File: src/rtl/mulalu.sv
// mulalu -- multi-cycle multiply/divide unit feeding the HI/LO registers.
// A multiply takes MUL_LAT busy cycles; a divide takes 32 restoring
// iterations on operand magnitudes. Results appear for one DONE cycle.
`ifndef FUNC_MUL
`define FUNC_MUL 5'b00001
`endif
`ifndef FUNC_DIV
`define FUNC_DIV 5'b00010
`endif

module mulalu #(
    parameter int MUL_LAT = 2
) (
    input  logic        clk,
    input  logic        rst,
    input  logic        flush,
    input  logic [4:0]  mulalu_func,
    input  logic        mulalu_sign,
    input  logic [31:0] source_a,
    input  logic [31:0] source_b,
    output logic        stall,
    output logic        hi_write,
    output logic [31:0] hi_write_data,
    output logic        lo_write,
    output logic [31:0] lo_write_data
);

    typedef enum logic [1:0] {IDLE, MBUSY, DBUSY, DONE} state_t;

    localparam logic [5:0] MUL_LAST = 6'(MUL_LAT - 1);
    localparam logic [5:0] DIV_LAST = 6'd31;

    state_t      state_q;
    logic [5:0]  cnt_q;
    logic        sign_q;
    logic [31:0] a_q;
    logic [31:0] b_q;
    logic [31:0] bmag_q;
    logic [31:0] rem_q;
    logic [31:0] quo_q;
    logic [31:0] hi_q;
    logic [31:0] lo_q;

    logic        start;
    logic [63:0] a_ext;
    logic [63:0] b_ext;
    logic [63:0] prod;
    logic [32:0] rem_sh;
    logic [32:0] trial;
    logic [31:0] rem_d;
    logic [31:0] quo_d;
    logic [31:0] q_fix;
    logic [31:0] r_fix;
    logic [31:0] div_hi;
    logic [31:0] div_lo;

    function automatic logic [31:0] neg32(input logic [31:0] v);
        return ~v + 32'd1;
    endfunction

    function automatic logic [31:0] mag32(input logic [31:0] v, input logic s);
        return (s && v[31]) ? neg32(v) : v;
    endfunction

    // Start is recognised only in IDLE; a coincident flush cancels it.
    assign start = (state_q == IDLE) && (mulalu_func != 5'b00000) && !flush;

    // Hold EX from the start cycle through the last busy cycle; release in DONE.
    assign stall = !rst && !flush &&
                   (start || (state_q == MBUSY) || (state_q == DBUSY));

    // Strobes are live only in DONE and are cancelled by a flush in that cycle.
    assign hi_write      = !rst && !flush && (state_q == DONE);
    assign lo_write      = !rst && !flush && (state_q == DONE);
    assign hi_write_data = hi_q;
    assign lo_write_data = lo_q;

    // Sign- or zero-extend to 64 bits so one unsigned multiply serves both modes.
    assign a_ext = {(sign_q ? {32{a_q[31]}} : 32'b0), a_q};
    assign b_ext = {(sign_q ? {32{b_q[31]}} : 32'b0), b_q};
    assign prod  = a_ext * b_ext;

    // One restoring iteration: shift in the next dividend bit, try to subtract.
    always_comb begin
        rem_sh = {rem_q, quo_q[31]};
        trial  = rem_sh - {1'b0, bmag_q};
        if (!trial[32]) begin
            rem_d = trial[31:0];
            quo_d = {quo_q[30:0], 1'b1};
        end else begin
            rem_d = rem_sh[31:0];
            quo_d = {quo_q[30:0], 1'b0};
        end
    end

    // Restore signs on the final iteration; divide by zero has a fixed answer.
    always_comb begin
        q_fix = (sign_q && (a_q[31] ^ b_q[31])) ? neg32(quo_d) : quo_d;
        r_fix = (sign_q && a_q[31]) ? neg32(rem_d) : rem_d;
        if (b_q == 32'd0) begin
            div_lo = 32'hFFFF_FFFF;
            div_hi = a_q;
        end else begin
            div_lo = q_fix;
            div_hi = r_fix;
        end
    end

    // Control FSM with operand latches, iteration counter and result registers.
    always_ff @(posedge clk) begin
        if (rst) begin
            state_q <= IDLE;
            cnt_q   <= 6'd0;
            sign_q  <= 1'b0;
            a_q     <= 32'd0;
            b_q     <= 32'd0;
            bmag_q  <= 32'd0;
            rem_q   <= 32'd0;
            quo_q   <= 32'd0;
            hi_q    <= 32'd0;
            lo_q    <= 32'd0;
        end else if (flush) begin
            state_q <= IDLE;
            cnt_q   <= 6'd0;
        end else begin
            case (state_q)
                IDLE: begin
                    if (start) begin
                        sign_q  <= mulalu_sign;
                        a_q     <= source_a;
                        b_q     <= source_b;
                        bmag_q  <= mag32(source_b, mulalu_sign);
                        quo_q   <= mag32(source_a, mulalu_sign);
                        rem_q   <= 32'd0;
                        cnt_q   <= 6'd0;
                        state_q <= (mulalu_func == `FUNC_DIV) ? DBUSY : MBUSY;
                    end
                end
                MBUSY: begin
                    if (cnt_q == MUL_LAST) begin
                        hi_q    <= prod[63:32];
                        lo_q    <= prod[31:0];
                        cnt_q   <= 6'd0;
                        state_q <= DONE;
                    end else begin
                        cnt_q <= cnt_q + 6'd1;
                    end
                end
                DBUSY: begin
                    rem_q <= rem_d;
                    quo_q <= quo_d;
                    if (cnt_q == DIV_LAST) begin
                        hi_q    <= div_hi;
                        lo_q    <= div_lo;
                        cnt_q   <= 6'd0;
                        state_q <= DONE;
                    end else begin
                        cnt_q <= cnt_q + 6'd1;
                    end
                end
                DONE:    state_q <= IDLE;
                default: state_q <= IDLE;
            endcase
        end
    end

endmodule

File: config.mk
export PLATFORM = sky130hd
export DESIGN_NAME = mulalu
export DESIGN_NICKNAME = d
export VERILOG_FILES = /design/src/rtl/mulalu.sv
export SDC_FILE = /design/constraint.sdc
export NUM_CORES = 2
export LEC_CHECK = 0
export CAP_MARGIN = 25
export CORE_MARGIN = 10
export CORE_UTILIZATION = 35
export DETAILED_ROUTE_END_ITERATION = 8
export PLACE_DENSITY = 0.5
export SYNTH_ARGS = -nofsm -noshare
export SYNTH_HDL_FRONTEND = slang
export SYNTH_SLANG_ARGS = --single-unit
File: constraint.sdc
create_clock -name clk -period 10.9 [get_ports clk]
set_clock_uncertainty 0.15 [all_clocks]
set_input_delay 1.09 -clock clk [delete_from_list [all_inputs] [get_ports clk]]
set_output_delay 1.09 -clock clk [all_outputs]
set_load 0.05 [all_outputs]
======== Yosys cells after proc, flatten, opt, wreduce, memory -nomap -nowiden ========
Cells that the tools add are included.
word-level totals
  flip-flop bits (word level) ............. 233
  bits of input ports ..................... 73
  output and inout port bits .............. 67
  logic and storage cells ................. 86
cells by class
  add/subtract/negate cells ............... 6
  bitwise operators ....................... 6
  equality and inequality tests ........... 9
  $mul .................................... 1
  reductions and logical operators ........ 25
  mux-type cells .......................... 29
operators with widths
  cell                                                             count
  32-bit 2-to-1 mux                                                15
  32-bit case mux with 2 select lines                              4
  32-bit by 1-bit adder with 32-bit output, second input constant  4
  32-bit NOT                                                       4
  64-bit by 64-bit multiplier with 64-bit output                   1
  33-bit by 32-bit subtractor with 33-bit output                   1
  32-bit logical NOT                                               1
  6-bit 2-to-1 mux                                                 3
  6-bit case mux with 3 select lines                               1
  1-bit logical AND                                                9
  3-bit AND reduction                                              3
  2-bit 2-to-1 mux                                                 4
  2-bit case mux with 4 select lines                               1
  6-bit by 1-bit adder with 6-bit output, second input constant    1
  6-bit by 1-bit == test with 1-bit output, second input constant  1
  6-bit by 5-bit == test with 1-bit output, second input constant  1
  5-bit by 2-bit == test with 1-bit output, second input constant  1
  5-bit nonzero test                                               1
  2-bit == test, second input constant                             2
  2-bit by 1-bit != test with 1-bit output, second input constant  2
  4-bit AND reduction                                              1
  2-bit nonzero test                                               2
  3-bit nonzero test                                               1
  2-bit by 1-bit == test with 1-bit output, second input constant  1
  9 further kinds                                                  11

======== Logic depth before layout (Yosys ltp) ========
  depth in word-level cells ............... 8
  mapped depth ............................ 37
  depth with buffers taken out ............ 34

======== Worst setup path after synthesis ========
No wires, ideal clock.
  path type ............................... register to register
  start point ............................. reg sign_q
  end point ............................... reg hi_q[29] (netlist: hi_write_data[29])
  setup time .............................. 86 ps
  path buffers ............................ 4
  data arrival time ....................... 9,699 ps
  setup slack ............................. 965 ps
  period minus slack after synthesis ...... 9,935 ps
  stages on the path, launching flop included .. 33
  data required time ...................... 10,664 ps
  cells stage by stage .................... dfxtp_1 clkbuf_1 and2_1 clkbuf_1 clkbuf_1 buf_1 nand2_1 fa_1 inv_1 fa_1 fa_1 inv_1 fa_1 inv_1 fa_1 fa_1 fa_1 fa_1 fa_1 inv_1 fa_1 inv_1 ha_1 nand4_1 or3_1 a2111oi_0 a221oi_1 o21ba_2 nor2_1 o41ai_1 xor2_1 o221a_2 a211oi_1
on the way
  word-level cells in the longest chain between the ends .. 5
  elaborated cells on any way between the ends .. 9
  those cells by class .................... mul: 1; mux: 7; reduce/logical: 1
RTL lines
  item                                                                                    line  text
  from (decl)                                                                             35    logic sign_q;
  from (signal assigned)                                                                  129   sign_q <= mulalu_sign;
  branches (longest 4 deep; another with 64-bit by 64-bit multiplier with 64-bit output)  --
  32-bit case mux with 2 select lines *                                                   126   case (state_q)
  to (signal assigned)                                                                    141   hi_q <= prod[63:32];
  to (signal assigned)                                                                    153   hi_q <= div_hi;
  to (decl)                                                                               41    logic [31:0] hi_q;
Every way passes the cells marked *. The select of a mux whose other input is x is not followed.
A chain may end at the register's enable or synchronous reset.

======== Worst setup path after layout ========
  start point ............................. reg a_q[22]
  end point ............................... reg hi_q[29] (netlist: hi_write_data[29])
on the way
  word-level cells in the longest chain between the ends .. 3
RTL lines
  item                                            line  text
  from (decl)                                     36    logic [31:0] a_q;
  from (signal assigned)                          130   a_q <= source_a;
  64-bit by 64-bit multiplier with 64-bit output  81    assign prod = a_ext * b_ext;
  32-bit 2-to-1 mux                               140   if (cnt_q == MUL_LAST) begin
  32-bit case mux with 2 select lines             126
Every way passes these cells. The select of a mux whose other input is x is not followed.

==> metrics <==
Root Driver=clkbuf_16; Pre-antenna DRT Iters=5; Worst Max-Slew Pin Slew=approximately 1100 ps; Worst Hold Slack=287 ps; vias in the first global route=a little over 50k; Max FO, Critical Path=10; Seq/Total Area, Yosys=7.42%; Yosys cell types=~90; Req. time, crit path=about 11000 ps; post-layout worst setup margin=around 730 ps; Layout fillers=roughly 18k; vias per cell=between 5 and 6; CTS Sinks=approximately 230; clock latency reported for the late side of the worst-skew pair=600 ps; layout cells sized above 1=between 4 and 5%; H-tree levels=1; Slew Limit Fails=0; leakage=about 33 nW; GRT Util Overall=a little over a fifth; largest net degree at the start of global routing=between 70 and 80; DRC errors left=0; core box area=178000 um^2; # nets final=8875; initial core utilization=between 30% and 40%; unrepaired setup endpoints after global routing=no; mean routed wirelength per cell=about 23 um; worst path arrival time=roughly 11000 ps; P&R area growth vs syn=8.50%; asr flop ratio synth=0%; Place WS=around 570 ps; Final setup viols=0; IO Pins=140; Setup Total Neg Slack=0 ps; Mapped Cells=just over 7k; pwr dens=approximately 84 nW/um^2; setup bufs post-CTS=0; Most used DFF post-synth=dfxtp_1; Min-Delay Path Class=reg2reg; Pwr Total=~0.0057 W; flip-flop and latch count after synthesis=roughly 230; die width=~440 um; Worst Setup End Kind=flop; synthesized area per cell=~8.8 um^2; fin util=38.1%; EDFF count, synth=0; routability cong.=0.910; DP Wirelength=about 180000 um; Cell Area, Synth=between 60000 and 70000 um^2; drt total wl=about 210000 um; TritonCTS buffer count=29; Die Span Y=443 um; drt first-iter violations=3546; Slew HR=27.0%; Mapped Nets=8935; fin crit period=between 10000 and 15000 ps; CP max stage delay=940 ps; XOR/XNOR share of the synthesized area=under 10%; initial antenna violation count=7; Buf+Inv Stages, Crit Path=8; Die ar.=around 200000 um^2; Site Rows=around 160; worst IR drop on VDD=~120 uV; clk slew on worst S/H paths=60 ps; Max-Cap Viols=0; largest family of logic cells by synthesized area=adder cells; first-pass GRT wire length=~330000 um; Synth warnings=0; CTS tree=yes; cell at the slowest stage of the critical path=dfxtp_1; area share of and/or/nand/nor cells after synthesis=between 10% and 20%; status=finished, final reports clean; Tcrit/Tclk final=93.3%; routed via count=about 48k; Fin. Hold Viols=0; mux cell area share after synthesis=less than 1%; Port-buffer cells=139; clk buf depth=3; Compound-Gate Fraction of Synth Area=around 8.9%; grt total ovfl=0; post-route ant nets=0; post-synthesis adder-cell area fraction=between 50 and 60%; crit path launch type=flop; f_max=about 98 MHz; cell mode on critical path=fa_1; crit path kind=reg2reg; CP top delay family=adder cells
per-stage QoR:
stage | std cells | instance area, um^2
4_1_cts | 9406 | 67900
5_1_grt | 9406 | 67900
3_5_place_dp | 9354 | 66800
2_1_floorplan | 7090 | 62600
3_3_place_gp | 9349 | 66700
6_report | 9411 | 67900
power breakdown:
group	switching, W	leakage (nW)	total [W]	internal (W)
sequential	0.000163	1.90	0.00108	0.000921
clock	0.000433	0.514	0.00110	0.000666
combinational	0.00228	30.7	0.00350	0.00123
total	0.00287	33.1	0.00568	0.00281
cell families (layout without fill, tap and decap cells):
group / after synthesis / count (layout)
adder cells (fa/ha/maj): 1776 / 1776
other: 0 / 5
multiplexers: 40 / 40
buffers and inverters: 1974 / 1935
flip-flops: 232 / 232
AO/OA/AOI/OAI: 853 / 853
AND/OR/NAND/NOR: 1983 / 1983
XOR/XNOR: 232 / 232
synth_stat cells (12+ instances only):
library cell | instances | area [um^2]
o21bai_1 | 21 | 158
a22oi_1 | 30 | 225
a21oi_1 | 289 | 1450
nand2_1 | 869 | 3260
inv_1 | 1587 | 5960
o31ai_1 | 23 | 173
a211oi_1 | 55 | 413
clkbuf_1 | 359 | 1350
nand3_1 | 34 | 170
fa_1 | 1420 | 28400
or3_1 | 28 | 175
xnor2_1 | 151 | 1320
nand4_1 | 27 | 169
nor3_1 | 45 | 225
and2_1 | 586 | 3670
xor2_1 | 81 | 709
and3_1 | 41 | 257
a211o_1 | 12 | 105
ha_1 | 352 | 4400
o211ai_1 | 24 | 180
nor2_1 | 241 | 905
o21ai_0 | 141 | 706
o21a_1 | 24 | 180
buf_1 | 17 | 63.8
dfxtp_1 | 232 | 4640
a31oi_1 | 22 | 138
or4_1 | 15 | 113
mux2_2 | 13 | 146
o221ai_1 | 28 | 245
a21o_1 | 71 | 533
mux2i_1 | 26 | 260
nor4_1 | 29 | 181
metal layers:
metal | vias to the layer above | track usage [%] | wire length [um]
li1 | 21300 | - | -
met1 | 24900 | 29.9 | 93800
met2 | 1260 | 36.5 | 101000
met3 | 216 | 1.54 | 10000
met4 | 4 | 5.84 | 6900
met5 | - | 0 | 22
worst paths after layout:
kind / from / to / slack (ps) / cells after the start
max: a_q[22] / hi_write_data[29] / 730 / 31
min: lo_write_data[20] / lo_write_data[20] / 290 / 2
max reg2reg: a_q[22] / hi_write_data[29] / 730 / 31
min reg2reg: lo_write_data[20] / lo_write_data[20] / 290 / 2
repair_timing:
| item | 4_1_cts | 5_1_grt |
|---|---|---|
| hold buffers | 0 | 0 |
| gates resized for setup | 0 | 2 |
| hold endpoints to repair | 0 | 0 |
| endpoints found under the setup margin | 0 | 2 |
cell usage in the layout (no fill, tap or decap), types with 28 or more instances in the layout:
cell             Yosys  routed
a22oi_1             30      30
fa_1              1420    1420
ha_1               352     351
o221ai_1            28      28
clkbuf_16            0      29
inv_1             1587    1587
nor2_1             241     238
o21ai_0            141     141
xor2_1              81      81
a21oi_1            289     289
buf_4                2     148
and2_1             586     585
nand2_1            869     868
a211oi_1            55      53
xnor2_1            151     151
dfxtp_1            232     220
nor4_1              29      29
and3_1              41      41
nand3_1             34      34
a21o_1              71      71
nor3_1              45      44
clkdlybuf4s50_1      0     138
layout make-up:
cell class / count / area, um^2 / share of cell area [%]
repair buffers: 295 / 2690 / 3.96
well taps: 2355 / 2950 / 4.34
clock buffers: 39 / 813 / 1.20
diodes: 5 / 12.5 / 0.0184
flip-flops and latches: 232 / 4660 / 6.86
multi-input cells: 4884 / 50600 / 74.5
clock inverters: 13 / 240 / 0.354
inverters: 1588 / 5960 / 8.78
state kept, by name, summed over array words and instances (netlist names):
signal,count
cnt_q,6
a_q,32
bmag_q,31
lo_write_data,32
hi_write_data,32
sign_q,1
quo_q,32
b_q,32
rem_q,32
state_q,2
worst register-to-register path: cells and delay by family, from the launching register on:
family                   cells  cell delay (ps)
XOR/XNOR                     1              160
buffers and inverters        8              940
adder cells (fa/ha/maj)     11             5320
AND/OR/NAND/NOR              5             1190
flip-flops                   1              940
AO/OA/AOI/OAI                6             1400
Note: power is estimated with default switching activity, not from simulation.
